--- config.mk ---
export PLATFORM = sky130hd
export DESIGN_NAME = mul_div_issue_arbiter
export DESIGN_NICKNAME = d
export VERILOG_FILES = /design/src/rtl/mul_div_issue_arbiter.sv
export SDC_FILE = /design/constraint.sdc
export NUM_CORES = 1
export LEC_CHECK = 0
export BUFFER_PORTS_ARGS = -buffer_cell sky130_fd_sc_hd__buf_2
export CAP_MARGIN = 20
export CORE_AREA = 2 2 318 320
export CTS_CLUSTER_SIZE = 8
export DETAILED_ROUTE_END_ITERATION = 6
export DIE_AREA = 0 0 320 322
export REMOVE_ABC_BUFFERS = 1
export SLEW_MARGIN = 20
export SYNTH_ARGS = -nofsm -noshare
export SYNTH_HDL_FRONTEND = slang
export SYNTH_SLANG_ARGS = --single-unit
--- constraint.sdc ---
create_clock -name clk -period 8.41 [get_ports clk]
set_clock_uncertainty 0.2 [all_clocks]
set_input_delay 0.841 -clock clk [delete_from_list [all_inputs] [get_ports clk]]
set_output_delay 0.841 -clock clk [all_outputs]
set_load 0.005 [all_outputs]
--- src/rtl/mul_div_issue_arbiter.sv ---
// Two-lane oldest-first issue arbiter in front of the shared mul/div unit.
// One holding buffer per lane, ROB-age selection, flush drop, grant counters.
module mul_div_issue_arbiter #(
    parameter int PAYLOAD_W = 256,
    parameter int ROB_W     = 4,
    parameter int CNT_W     = 16
) (
    input  logic                 clk,
    input  logic                 resetn,
    input  logic                 flush,
    input  logic [ROB_W-1:0]     rob_head,
    input  logic                 req0_valid,
    output logic                 req0_ready,
    input  logic [ROB_W-1:0]     req0_rob,
    input  logic [PAYLOAD_W-1:0] req0_payload,
    input  logic                 req1_valid,
    output logic                 req1_ready,
    input  logic [ROB_W-1:0]     req1_rob,
    input  logic [PAYLOAD_W-1:0] req1_payload,
    output logic                 out_valid,
    input  logic                 unit_allowin,
    output logic [PAYLOAD_W-1:0] out_payload,
    output logic [ROB_W-1:0]     out_rob,
    output logic                 out_lane,
    output logic [CNT_W-1:0]     grant_cnt0,
    output logic [CNT_W-1:0]     grant_cnt1
);

    logic                 buf0_valid_q, buf0_valid_d;
    logic                 buf1_valid_q, buf1_valid_d;
    logic [ROB_W-1:0]     buf0_rob_q, buf0_rob_d;
    logic [ROB_W-1:0]     buf1_rob_q, buf1_rob_d;
    logic [PAYLOAD_W-1:0] buf0_pay_q, buf0_pay_d;
    logic [PAYLOAD_W-1:0] buf1_pay_q, buf1_pay_d;
    logic [CNT_W-1:0]     cnt0_q, cnt0_d;
    logic [CNT_W-1:0]     cnt1_q, cnt1_d;

    logic [ROB_W-1:0] age0, age1;
    logic             any_valid, sel1, grant, gnt0, gnt1, acc0, acc1;

    // Modular distance from the ROB head handles wrap-around for free.
    assign age0 = buf0_rob_q - rob_head;
    assign age1 = buf1_rob_q - rob_head;

    assign any_valid = buf0_valid_q | buf1_valid_q;
    assign sel1      = buf1_valid_q & (!buf0_valid_q | (age1 < age0));

    assign out_valid   = any_valid & !flush;
    assign out_lane    = any_valid & sel1;
    assign out_rob     = !any_valid ? '0 : (sel1 ? buf1_rob_q : buf0_rob_q);
    assign out_payload = !any_valid ? '0 : (sel1 ? buf1_pay_q : buf0_pay_q);

    assign grant = out_valid & unit_allowin;
    assign gnt0  = grant & !sel1;
    assign gnt1  = grant & sel1;

    assign req0_ready = !flush & (!buf0_valid_q | gnt0);
    assign req1_ready = !flush & (!buf1_valid_q | gnt1);
    assign acc0       = req0_valid & req0_ready;
    assign acc1       = req1_valid & req1_ready;

    assign grant_cnt0 = cnt0_q;
    assign grant_cnt1 = cnt1_q;

    always_comb begin
        buf0_valid_d = flush ? 1'b0 : ((buf0_valid_q & !gnt0) | acc0);
        buf1_valid_d = flush ? 1'b0 : ((buf1_valid_q & !gnt1) | acc1);
        buf0_rob_d   = acc0 ? req0_rob : buf0_rob_q;
        buf1_rob_d   = acc1 ? req1_rob : buf1_rob_q;
        buf0_pay_d   = acc0 ? req0_payload : buf0_pay_q;
        buf1_pay_d   = acc1 ? req1_payload : buf1_pay_q;
        cnt0_d       = cnt0_q;
        cnt1_d       = cnt1_q;
        if (gnt0 && (cnt0_q != '1)) cnt0_d = cnt0_q + 1'b1;
        if (gnt1 && (cnt1_q != '1)) cnt1_d = cnt1_q + 1'b1;
    end

    always_ff @(posedge clk or negedge resetn) begin
        if (!resetn) begin
            buf0_valid_q <= 1'b0;
            buf1_valid_q <= 1'b0;
            buf0_rob_q   <= '0;
            buf1_rob_q   <= '0;
            buf0_pay_q   <= '0;
            buf1_pay_q   <= '0;
            cnt0_q       <= '0;
            cnt1_q       <= '0;
        end else begin
            buf0_valid_q <= buf0_valid_d;
            buf1_valid_q <= buf1_valid_d;
            buf0_rob_q   <= buf0_rob_d;
            buf1_rob_q   <= buf1_rob_d;
            buf0_pay_q   <= buf0_pay_d;
            buf1_pay_q   <= buf1_pay_d;
            cnt0_q       <= cnt0_d;
            cnt1_q       <= cnt1_d;
        end
    end

endmodule

; ---- After elaboration in Yosys (flattened, before gate mapping)
; Index checks and enable logic that the tools add are counted.
[word_totals]
reg_bits = 554
inputBits = 530
out_inout_bits = 296
wordCells = 47
[classes]
n_addsub = 4
n_lt_le_gt_ge = 1
n_eq_ne = 2
n_mux = 6
n_bitwise = 18
n_reduce_logical = 8
[op_table]
columns = cell, n
row1 = $mux W256, 2
row2 = $add A16 B1 Y16 const B, 2
row3 = $ne A16 B16 Y1 const B, 2
row4 = $and A1 B1 Y1, 12
row5 = $mux W4, 2
row6 = $sub A4 B4 Y4, 2
row7 = $logic_not A1 Y1, 6
row8 = $or A1 B1 Y1, 6
row9 = $lt A4 B4 Y1, 1
row10 = $logic_and A1 B1 Y1, 2
row11 = $mux W1, 2

; ---- Longest topological paths before layout
; Gate-level depths: netlist of run 1.
[logic_depth]
ltp_word = 11
mapped_depth = 15
mapped_depth_nobuf = 12

; ---- Worst setup path after synthesis of run 1
; OpenSTA, ideal clock, no wires.
[synth_path]
kind = input -> output
startpoint = in rob_head[1]
endpoint = out out_payload[166]
arrival_ps = 3061
t_required_ps = 7369
slack_ps = 4308
stages = 14
n_path_buf = 3
cell_sequence = inv_1 ha_1 a21o_1 a21oi_1 xnor2_1 ha_1 a21oi_1 o211ai_1 buf_2 nand2_2 buf_2 buf_2 nand2_1 nand2_1
[synth_between]
elab_chain_len = 6
elab_cells_between_ends = 7
classes_between = add/sub (2) / order compare (1) / mux (2) / bitwise (2)
[synth_lines]
columns = item, line
row1 = from (decl), 11  ; input logic [ROB_W-1:0] rob_head,
row2 = "$sub A4 B4 Y4, on equally long branches", "43, 42"
row3 = $lt A4 B4 Y1 (*), 46  ; assign sel1 = buf1_valid_q & (!buf0_valid_q | (age1 < age0));
row4 = $or A1 B1 Y1 (*), 46
row5 = $and A1 B1 Y1 (*), 46
row6 = $mux W256 (*) (2 in series), 51  ; assign out_payload = !any_valid ? '0 : (sel1 ? buf1_pay_q : buf0_pay_q);
row7 = to (decl), 22  ; output logic [PAYLOAD_W-1:0] out_payload,
; Mark *: on every way between the ends. The rest lies on a longest branch, timed or not.

; ---- Final worst setup path of run 1
[layout_path]
startpoint = reg buf0_rob_q[1]
endpoint = out out_payload[182]
[layout_between]
elab_chain_len = 6
[layout_lines]
columns = item, line
row1 = from (decl), 31  ; logic [ROB_W-1:0] buf0_rob_q, buf0_rob_d;
row2 = from (signal assigned), 91  ; buf0_rob_q <= buf0_rob_d;
row3 = $sub A4 B4 Y4, 42  ; assign age0 = buf0_rob_q - rob_head;
row4 = $lt A4 B4 Y1, 46
row5 = $or A1 B1 Y1, 46
row6 = $and A1 B1 Y1, 46
row7 = $mux W256 (2 in series), 51
; Every way passes these cells.

==> impl_summary.txt, run 1 <==
----------------------------------------------------
[STA]
  Worst max-slew margin expressed relative to the limit ... 0.198
  Unrepaired setup endpoints after global routing ... false
  Number of max-slew violations in the final report ... 0
  Period utilisation layout ... 0.674
  Final Hold Vio Count ... 0
  Slew @ Worst Pin ... 1200 ps
  Min Clock Period, post-route ... 5670 ps
  Max Fclk ... 176 MHz
  # setup viols final ... 0
  WHS ... 32.3 ps

[Run status]
  Run status ... completed

[Placement]
  Half-perimeter wire length after detailed placement ... 55.3 mm
  Post-place instance area ... 30400 um^2
  Last weighted congestion value of the routability-driven placer ... 0.908
  Number of buffers added on ports ... 825

[Yosys]
  Synth top area share ... 0.548
  Number of flip-flops and latches in the synthesized netlist ... 554
  Post-synthesis instance area ... 25300 um^2
  Synth Area per Inst ... 11.7 um^2
  Cells after synthesis ... 2159
  Post-synthesis cell type with the largest combined area ... sky130_fd_sc_hd__dfrtp_1
  Top cells by area in the synthesized netlist ... sky130_fd_sc_hd__dfrtp_1 (55%), sky130_fd_sc_hd__mux2_1 (13%), sky130_fd_sc_hd__nand2_1 (8.0%)
  YS warnings ... 0
  Count of unique library cells instantiated by Yosys ... 43
  Fraction of the yosys area taken by sequential cells ... 0.548

[Drt]
  Post-route DRC ... 0
  Vias after detailed routing ... 19400
  Pre-Repair DR Iteration Count ... 5
  DRT Wirelength ... 79.7 mm
  Post-detailed-route wirelength per cell ... 18.6 um
  Vias per cell ... 4.53
  Starting DRC count in detailed routing ... 967
  Number of nets with antenna violations after detailed routing ... 0

[Floorplanning]
  I/O pin cnt ... 826
  Number of placement rows ... 116
  Die Span Y ... 322 um
  Horizontal die dimension ... 320 um
  Placeable Area ... 99600 um^2
  Die ar. ... 103000 um^2
  Initial cell density of the core ... 0.254

[Finish]
  Area grow syn2layout ... 29.5%
  Net total in the final layout ... 3481
  Post-route cell area ... 32700 um^2
  Fraction of final layout cells sized beyond drive strength 1 ... 0.396
  Filler Cell Count ... 10200
  Final standard cell utilization of the core ... 0.329

[Critical path]
  R2R Path Start ... buf0_rob_q[1]
  Launching instance or port of the critical path ... buf0_rob_q[1]
  Largest fanout of any net on the critical path ... 128
  Reg2Reg Depth ... 10
  Capturing element of the worst setup path ... out_payload[182]
  Endpoint kind of the worst setup timing path ... output port
  Data arrival time of the critical path ... 4630 ps
  R2R Setup Slk ... 4350 ps
  Worst Setup Start Kind ... register
  Worst r2r dst ... buf1_pay_q[46]
  Critical Setup Path Class ... register to output port
  Data required time of the worst path ... 7370 ps

[Clocking]
  Post-cts hold buffer count ... 0
  Clock tree root buffer cell ... sky130_fd_sc_hd__clkbuf_16
  Clock tree sinks ... 554
  Maximum number of buffers from clock root to sink ... 3
  Clock transition at the registers of the reported paths ... 50 ps
  Setup Buffers After CTS ... 0
  Number of resized instances in the post-cts repair step ... 0
  CTS tree ... yes
  Clock Latency Late Sink ... 640 ps
  H-tree levels ... 3
  Number of buffers inserted during clock tree synthesis ... 80

[Run]
  Number of max-capacitance violations reported ... 0

[Global route]
  Total routing resource utilization after global routing ... 0.148
  Congestion Overflow GR ... 0
  Via count of the first global-routing pass ... 19700
  Maximum number of pins on one net before global-route repair ... 137
  Wire length of the first global-routing pass ... 119 mm
  Initial antenna violation count ... 33

[Power and ir drop]
  Power density over the cells ... 285 nW/um^2
  Static leakage ... 16.3 nW
  Largest voltage drop on the vdd net ... 0.000209 V

[Hold path]
  Worst min-delay path class ... input port to asynchronous set/reset pin

----------------------------------------------------
[cells in the final DEF (no fill, tap or decap), types with 9 or more instances in the layout]
cell,n
sky130_fd_sc_hd__buf_2,824
sky130_fd_sc_hd__dfrtp_1,553
sky130_fd_sc_hd__nand2_1,536
sky130_fd_sc_hd__mux2_1,300
sky130_fd_sc_hd__nand3_1,268
sky130_fd_sc_hd__mux2_2,148
sky130_fd_sc_hd__clkbuf_16,81
sky130_fd_sc_hd__mux2_4,76
sky130_fd_sc_hd__xnor2_1,27
sky130_fd_sc_hd__diode_2,22
sky130_fd_sc_hd__nand4_1,16
sky130_fd_sc_hd__inv_1,15
sky130_fd_sc_hd__ha_1,11
sky130_fd_sc_hd__and3_1,10
sky130_fd_sc_hd__buf_4,10
sky130_fd_sc_hd__buf_12,9
[critical path, stage by stage (launching register included)]
cell and delay (ps):
sky130_fd_sc_hd__dfrtp_1 440, sky130_fd_sc_hd__ha_1 290, sky130_fd_sc_hd__a21o_1 150, sky130_fd_sc_hd__a21oi_1 170, sky130_fd_sc_hd__xnor2_1 100, sky130_fd_sc_hd__ha_1 310, sky130_fd_sc_hd__o211ai_2 100, sky130_fd_sc_hd__o211ai_1 540
sky130_fd_sc_hd__buf_12 580, sky130_fd_sc_hd__buf_4 710, sky130_fd_sc_hd__nand3_1 170, sky130_fd_sc_hd__nand2_1 140, sky130_fd_sc_hd__buf_2 120
[metrics by stage]
| stage | setup slack [ps] | std cells | TNS, ps | power, mW |
|---|---|---|---|---|
| after global placement | 2900 | 4154 | 0 | 6.36 |
| after detailed placement | 2780 | 4154 | 0 | 6.41 |
| after floorplan | -20290 | 2012 | -9582940 | 5.38 |
| after CTS | 2700 | 4250 | 0 | 9.49 |
| after global routing | 2460 | 4271 | 0 | 9.89 |
| final | 2740 | 4272 | 0 | 9.34 |
[Yosys cell counts]
cell type and instances:
sky130_fd_sc_hd__nor2b_1 2, sky130_fd_sc_hd__a211o_1 1, sky130_fd_sc_hd__nor2_1 7, sky130_fd_sc_hd__nand4_1 16
sky130_fd_sc_hd__nand2_2 1, sky130_fd_sc_hd__o21a_1 1, sky130_fd_sc_hd__inv_1 15, sky130_fd_sc_hd__a31oi_1 3
sky130_fd_sc_hd__o211ai_1 1, sky130_fd_sc_hd__a21oi_1 7, sky130_fd_sc_hd__nand2b_1 3, sky130_fd_sc_hd__nor3b_1 1
sky130_fd_sc_hd__nor3b_2 1, sky130_fd_sc_hd__buf_6 31, sky130_fd_sc_hd__xor2_1 3, sky130_fd_sc_hd__buf_1 6
sky130_fd_sc_hd__buf_4 12, sky130_fd_sc_hd__mux2i_1 1, sky130_fd_sc_hd__mux2_4 76, sky130_fd_sc_hd__and2_1 1
sky130_fd_sc_hd__ha_1 11, sky130_fd_sc_hd__o31ai_1 1, sky130_fd_sc_hd__buf_2 60, sky130_fd_sc_hd__a21o_1 2
sky130_fd_sc_hd__o21ai_0 2, sky130_fd_sc_hd__clkbuf_1 38, sky130_fd_sc_hd__and4_1 2, sky130_fd_sc_hd__mux2_2 148
sky130_fd_sc_hd__o211ai_2 2, sky130_fd_sc_hd__nand2_1 536, sky130_fd_sc_hd__a221oi_2 1, sky130_fd_sc_hd__dfrtp_1 554
sky130_fd_sc_hd__fa_1 2, sky130_fd_sc_hd__nand3_1 268, sky130_fd_sc_hd__nor4_1 1, sky130_fd_sc_hd__o21ba_2 1
sky130_fd_sc_hd__and3_1 10, sky130_fd_sc_hd__xnor2_1 27, sky130_fd_sc_hd__o311a_1 1, sky130_fd_sc_hd__o21ai_2 1
sky130_fd_sc_hd__mux2_1 300, sky130_fd_sc_hd__nor4b_2 1, sky130_fd_sc_hd__or2_2 1
[final cells by class]
class | count | area, um^2 | share of cell area
diodes | 22 | 55.1 | 0.00168
clock buffers | 89 | 2090 | 0.0637
clock inverters | 7 | 158 | 0.00481
inverters | 15 | 56.3 | 0.00172
multi-input cells | 1443 | 10500 | 0.321
flip-flops and latches | 554 | 13900 | 0.423
well taps | 1298 | 1620 | 0.0496
repair buffers | 844 | 4390 | 0.134
[worst min path at each step]
stage / startpoint / to / slack, ps / cells past startpoint
2_1_floorplan: buf1_pay_q[100] / buf1_pay_q[100] / 260 / 1
3_3_place_gp: buf1_pay_q[139] / buf1_pay_q[139] / 270 / 1
3_5_place_dp: buf1_pay_q[155] / buf1_pay_q[155] / 270 / 1
4_1_cts: resetn / buf0_pay_q[152] / 10 / 1
5_1_grt: resetn / buf0_pay_q[152] / 60 / 1
6_report: resetn / buf0_pay_q[152] / 30 / 1
[report_power, final]
group / total, mW / internal, mW / switching [mW]
Clock: 2.99 / 1.78 / 1.21
Combinational: 2.64 / 1.20 / 1.43
Sequential: 3.71 / 3.31 / 0.401
[state kept, by name, summed over array words and instances (netlist names)]
| name | flops |
|---|---|
| buf0_valid_q | 1 |
| grant_cnt1 | 16 |
| buf1_rob_q | 4 |
| buf1_pay_q | 256 |
| grant_cnt0 | 16 |
| buf0_rob_q | 4 |
| buf0_pay_q | 256 |
| buf1_valid_q | 1 |
[routing by layer]
metal,GRT usage,share of wire,up-vias
li1,-,-,8879
met5,0,0.0015,-
met3,0.0456,0.077,201
met4,0.0852,0.048,20
met2,0.239,0.48,773
met1,0.175,0.39,9488
[cells by family after synthesis]
logic type / after synthesis / share of synthesized area
XOR/XNOR: 30 / 0.0104
AO/OA/AOI/OAI: 24 / 0.00707
buffers and inverters: 162 / 0.0380
adder cells (fa/ha/maj): 13 / 0.00703
AND/OR/NAND/NOR: 851 / 0.144
flip-flops: 554 / 0.548
multiplexers: 525 / 0.245
Note: power is estimated with default switching activity, not from simulation.
==> run 2, diff against run 1 <==
--- a/config.mk
+++ b/config.mk
@@ -5,12 +5,13 @@
 export SDC_FILE = /design/constraint.sdc
 export NUM_CORES = 1
 export LEC_CHECK = 0
+export ABC_AREA = 1
 export BUFFER_PORTS_ARGS = -buffer_cell sky130_fd_sc_hd__buf_2
 export CAP_MARGIN = 20
-export CORE_AREA = 2 2 318 320
+export CORE_AREA = 2 2 319 321
 export CTS_CLUSTER_SIZE = 8
 export DETAILED_ROUTE_END_ITERATION = 6
-export DIE_AREA = 0 0 320 322
+export DIE_AREA = 0 0 321 323
 export REMOVE_ABC_BUFFERS = 1
 export SLEW_MARGIN = 20
 export SYNTH_ARGS = -nofsm -noshare
==> constraint.sdc (replaced) <==
create_clock -name clk -period 5.8 [get_ports clk]
set_clock_uncertainty 0.2 [all_clocks]
set_input_delay 0.58 -clock clk [delete_from_list [all_inputs] [get_ports clk]]
set_output_delay 0.58 -clock clk [all_outputs]
set_load 0.005 [all_outputs]
==> impl_summary.txt, run 2 <==
----------------------------------------------------
[Clocking]
  Number of buffers inserted during clock tree synthesis ... 81
  Maximum number of buffers from clock root to sink ... 3
  H-tree levels ... 3
  CTS tree ... yes
  Clock Latency Late Sink ... 640 ps
  Clock tree sinks ... 554
  Clock transition at the registers of the reported paths ... 50 ps
  Clock tree root buffer cell ... sky130_fd_sc_hd__clkbuf_16
  Number of resized instances in the post-cts repair step ... 0

[Drt]
  Starting DRC count in detailed routing ... 2519
  Sum of met2 wire segment lengths after detailed routing ... 53.6 mm
  Post-route DRC ... 0
  Metal1 wirelength ... 46.3 mm
  Pre-Repair DR Iteration Count ... 6
  Number of nets with antenna violations after detailed routing ... 0
  Vias per cell ... 5.10
  Routed met3 length ... 9.28 mm
  DRT Wirelength ... 115 mm
  Post-detailed-route wirelength per cell ... 19.4 um
  Top layer used by detailed routing ... met5
  Vias after detailed routing ... 30300

[Placement]
  Post-place instance area ... 32200 um^2
  Placed cell count ... 5333
  Setup slack at placement ... 1410 ps
  Last weighted congestion value of the routability-driven placer ... 0.925
  Half-perimeter wire length after detailed placement ... 69.1 mm
  Number of buffers added on ports ... 825

[Critical path]
  Cell seen most often among critical-path stages ... sky130_fd_sc_hd__nand2_1
  Largest fanout of any net on the critical path ... 134
  Worst Setup Start Kind ... register
  R2R Path Start ... buf0_rob_q[0]
  Launching instance or port of the critical path ... buf0_rob_q[0]
  Data arrival time of the critical path ... 3850 ps
  Reg2Reg Depth ... 18
  Critical path depth ... 16
  Slowest CP cell ... sky130_fd_sc_hd__fa_1
  Worst stage delay on the critical path ... 490 ps
  Cell family contributing the most delay on the critical path ... adder cells
  CP bufs+invs ... 5
  Critical Setup Path Class ... register to output port
  Data required time of the worst path ... 5020 ps
  Chain of cells forming the critical path ... inv_1 > ha_1 > inv_1 > fa_1 > inv_1 > ha_1 > nand2_1 > nand2_1 > nand2_1 > nand2_1 > nand2_1 > nand2_4 > buf_12 > nand3_1 > nand2_1 > buf_2
  Endpoint kind of the worst setup timing path ... output port

[Yosys]
  Count of unique library cells instantiated by Yosys ... 27
  EDFF count, synth ... 0
  Post-synthesis instance area ... 27000 um^2
  Ys async rst share ... 1.00
  Fraction of the yosys area taken by sequential cells ... 0.514
  Synth top area share ... 0.514
  Cells after synthesis ... 3468
  Cell with the most instances after synthesis ... sky130_fd_sc_hd__nand2_1
  Synth Area per Inst ... 7.78 um^2
  Post-synthesis cell type with the largest combined area ... sky130_fd_sc_hd__dfrtp_1
  YS warnings ... 0
  Top cells by area in the synthesized netlist ... sky130_fd_sc_hd__dfrtp_1 (51%), sky130_fd_sc_hd__nand2_1 (23%), sky130_fd_sc_hd__nand4_1 (12%)
  Most instantiated flip-flop cell in the synthesis netlist ... sky130_fd_sc_hd__dfrtp_1
  Synth cell count leaders ... sky130_fd_sc_hd__nand2_1 (1626), sky130_fd_sc_hd__dfrtp_1 (554), sky130_fd_sc_hd__nand4_1 (524), sky130_fd_sc_hd__nand3_1 (281), sky130_fd_sc_hd__clkbuf_1 (203)
  Number of flip-flops and latches in the synthesized netlist ... 554

[Floorplanning]
  Number of placement rows ... 117
  Placeable Area ... 101000 um^2
  Initial cell density of the core ... 0.268
  I/O pin cnt ... 826
  Die Span Y ... 323 um
  Horizontal die dimension ... 321 um
  Die ar. ... 104000 um^2

[Finish]
  Net total in the final layout ... 5154
  Top Registers ... buf0_pay_q x256, buf1_pay_q x256
  FF/Latch Area ... 13900 um^2
  Most common cell after layout, fill and taps aside ... sky130_fd_sc_hd__nand2_1
  Filler Cell Count ... 10100
  Leading cell types in the layout, fill and taps excluded ... sky130_fd_sc_hd__nand2_1 (1625), sky130_fd_sc_hd__buf_2 (822), sky130_fd_sc_hd__dfrtp_1 (553)
  Finished Layout Cells ... 5939
  Fraction of final layout cells sized beyond drive strength 1 ... 0.212
  Area of combinational cells with multiple inputs ... 11700 um^2
  Post-route cell area ... 39500 um^2
  Area grow syn2layout ... 46.2%

[STA]
  Final setup slack of the worst path ... 1170 ps
  Max Fclk ... 216 MHz
  Worst max-slew margin expressed relative to the limit ... 0.126
  Final Hold Vio Count ... 0
  Unrepaired setup endpoints after global routing ... false
  Total Neg Setup Slack ... 0 ps
  # setup viols final ... 0
  Min Clock Period, post-route ... 4630 ps
  Number of max-slew violations in the final report ... 0
  Period utilisation layout ... 0.798
  Slew @ Worst Pin ... 1310 ps

[Global route]
  Congestion Overflow GR ... 0
  Maximum number of pins on one net before global-route repair ... 191
  Wire length of the first global-routing pass ... 174 mm
  Initial antenna violation count ... 10
  Total routing resource utilization after global routing ... 0.213
  Via count of the first global-routing pass ... 29900

[Power and ir drop]
  Static leakage ... 21.0 nW
  Power density over the cells ... 309 nW/um^2
  Power, Total ... 12.2 mW
  Largest voltage drop on the vdd net ... 0.000254 V

[Run]
  Number of max-capacitance violations reported ... 0

[Hold path]
  Worst min-delay path class ... input port to register
  Cell count of the worst hold path ... 3
  Beginning of the worst hold path ... req1_payload[49]

[Run status]
  Run status ... completed

----------------------------------------------------
## run 2: power by group
group	leakage (nW)	internal, mW	switching (mW)
Clock	1.09	2.56	1.81
Combinational	13.1	1.16	1.74
Sequential	6.85	4.51	0.419
Total	21.0	8.24	3.97
## run 2: worst register-to-register path, stage by stage, from the launching register on
cell and delay [ps]:
sky130_fd_sc_hd__dfrtp_1 390, sky130_fd_sc_hd__inv_1 60, sky130_fd_sc_hd__ha_1 130, sky130_fd_sc_hd__inv_1 70, sky130_fd_sc_hd__fa_1 490, sky130_fd_sc_hd__inv_1 50, sky130_fd_sc_hd__ha_1 270, sky130_fd_sc_hd__nand2_1 50
sky130_fd_sc_hd__nand2_1 60, sky130_fd_sc_hd__nand2_1 50, sky130_fd_sc_hd__nand2_1 110, sky130_fd_sc_hd__nand2_1 120, sky130_fd_sc_hd__nand2_4 150, sky130_fd_sc_hd__nand2_1 180, sky130_fd_sc_hd__nand2_8 150, sky130_fd_sc_hd__nand3_4 620
sky130_fd_sc_hd__buf_12 520, sky130_fd_sc_hd__nand2_1 160, sky130_fd_sc_hd__nand2_1 70
## run 2: metrics by stage
stage / utilization / hold WS (ps)
global route: 0.392 / 30.7
CTS: 0.392 / 0.789
global placement: 0.319 / 253
detailed placement: 0.319 / 258
floorplan: - / 84.4
finish: 0.392 / 56.5
## run 2: cell type report
cell class	instances	area share
Sequential cell	554	0.351
Clock inverter	7	0.00254
Clock buffer	90	0.0538
Timing Repair Buffer	1381	0.250
Inverter	47	0.00466
Antenna cell	5	0.000317
Multi-Input combinational cell	2546	0.296
Tap cell	1309	0.0415
## run 2: worst paths after layout
check                                  end  slack [ps]
max                        out_payload[10]        1170
min                         buf1_pay_q[49]          60
max reg2reg                buf0_pay_q[125]        1810
min reg2reg                buf1_pay_q[137]         270
max in group asynchronous  buf0_pay_q[194]        3790
min in group asynchronous  buf1_pay_q[191]         320
## run 2: cells by family after synthesis
logic type               Yosys count  share of synthesized area
AND/OR/NAND/NOR                 2467                      0.407
flip-flops                       554                      0.514
buffers and inverters            368                     0.0560
AO/OA/AOI/OAI                     36                    0.00677
XOR/XNOR                          30                    0.00974
adder cells (fa/ha/maj)           13                    0.00658
## run 2: routing by layer
layer	vias to the layer above	GRT usage
li1	13900	-
met1	14500	0.267
met2	1534	0.340
met3	350	0.0483
met4	12	0.115
met5	-	0
## run 2: what timing repair did
item,4_1_cts,5_1_grt
buffers inserted,0,0
hold buffers,504,0
hold endpoints to repair,564,0
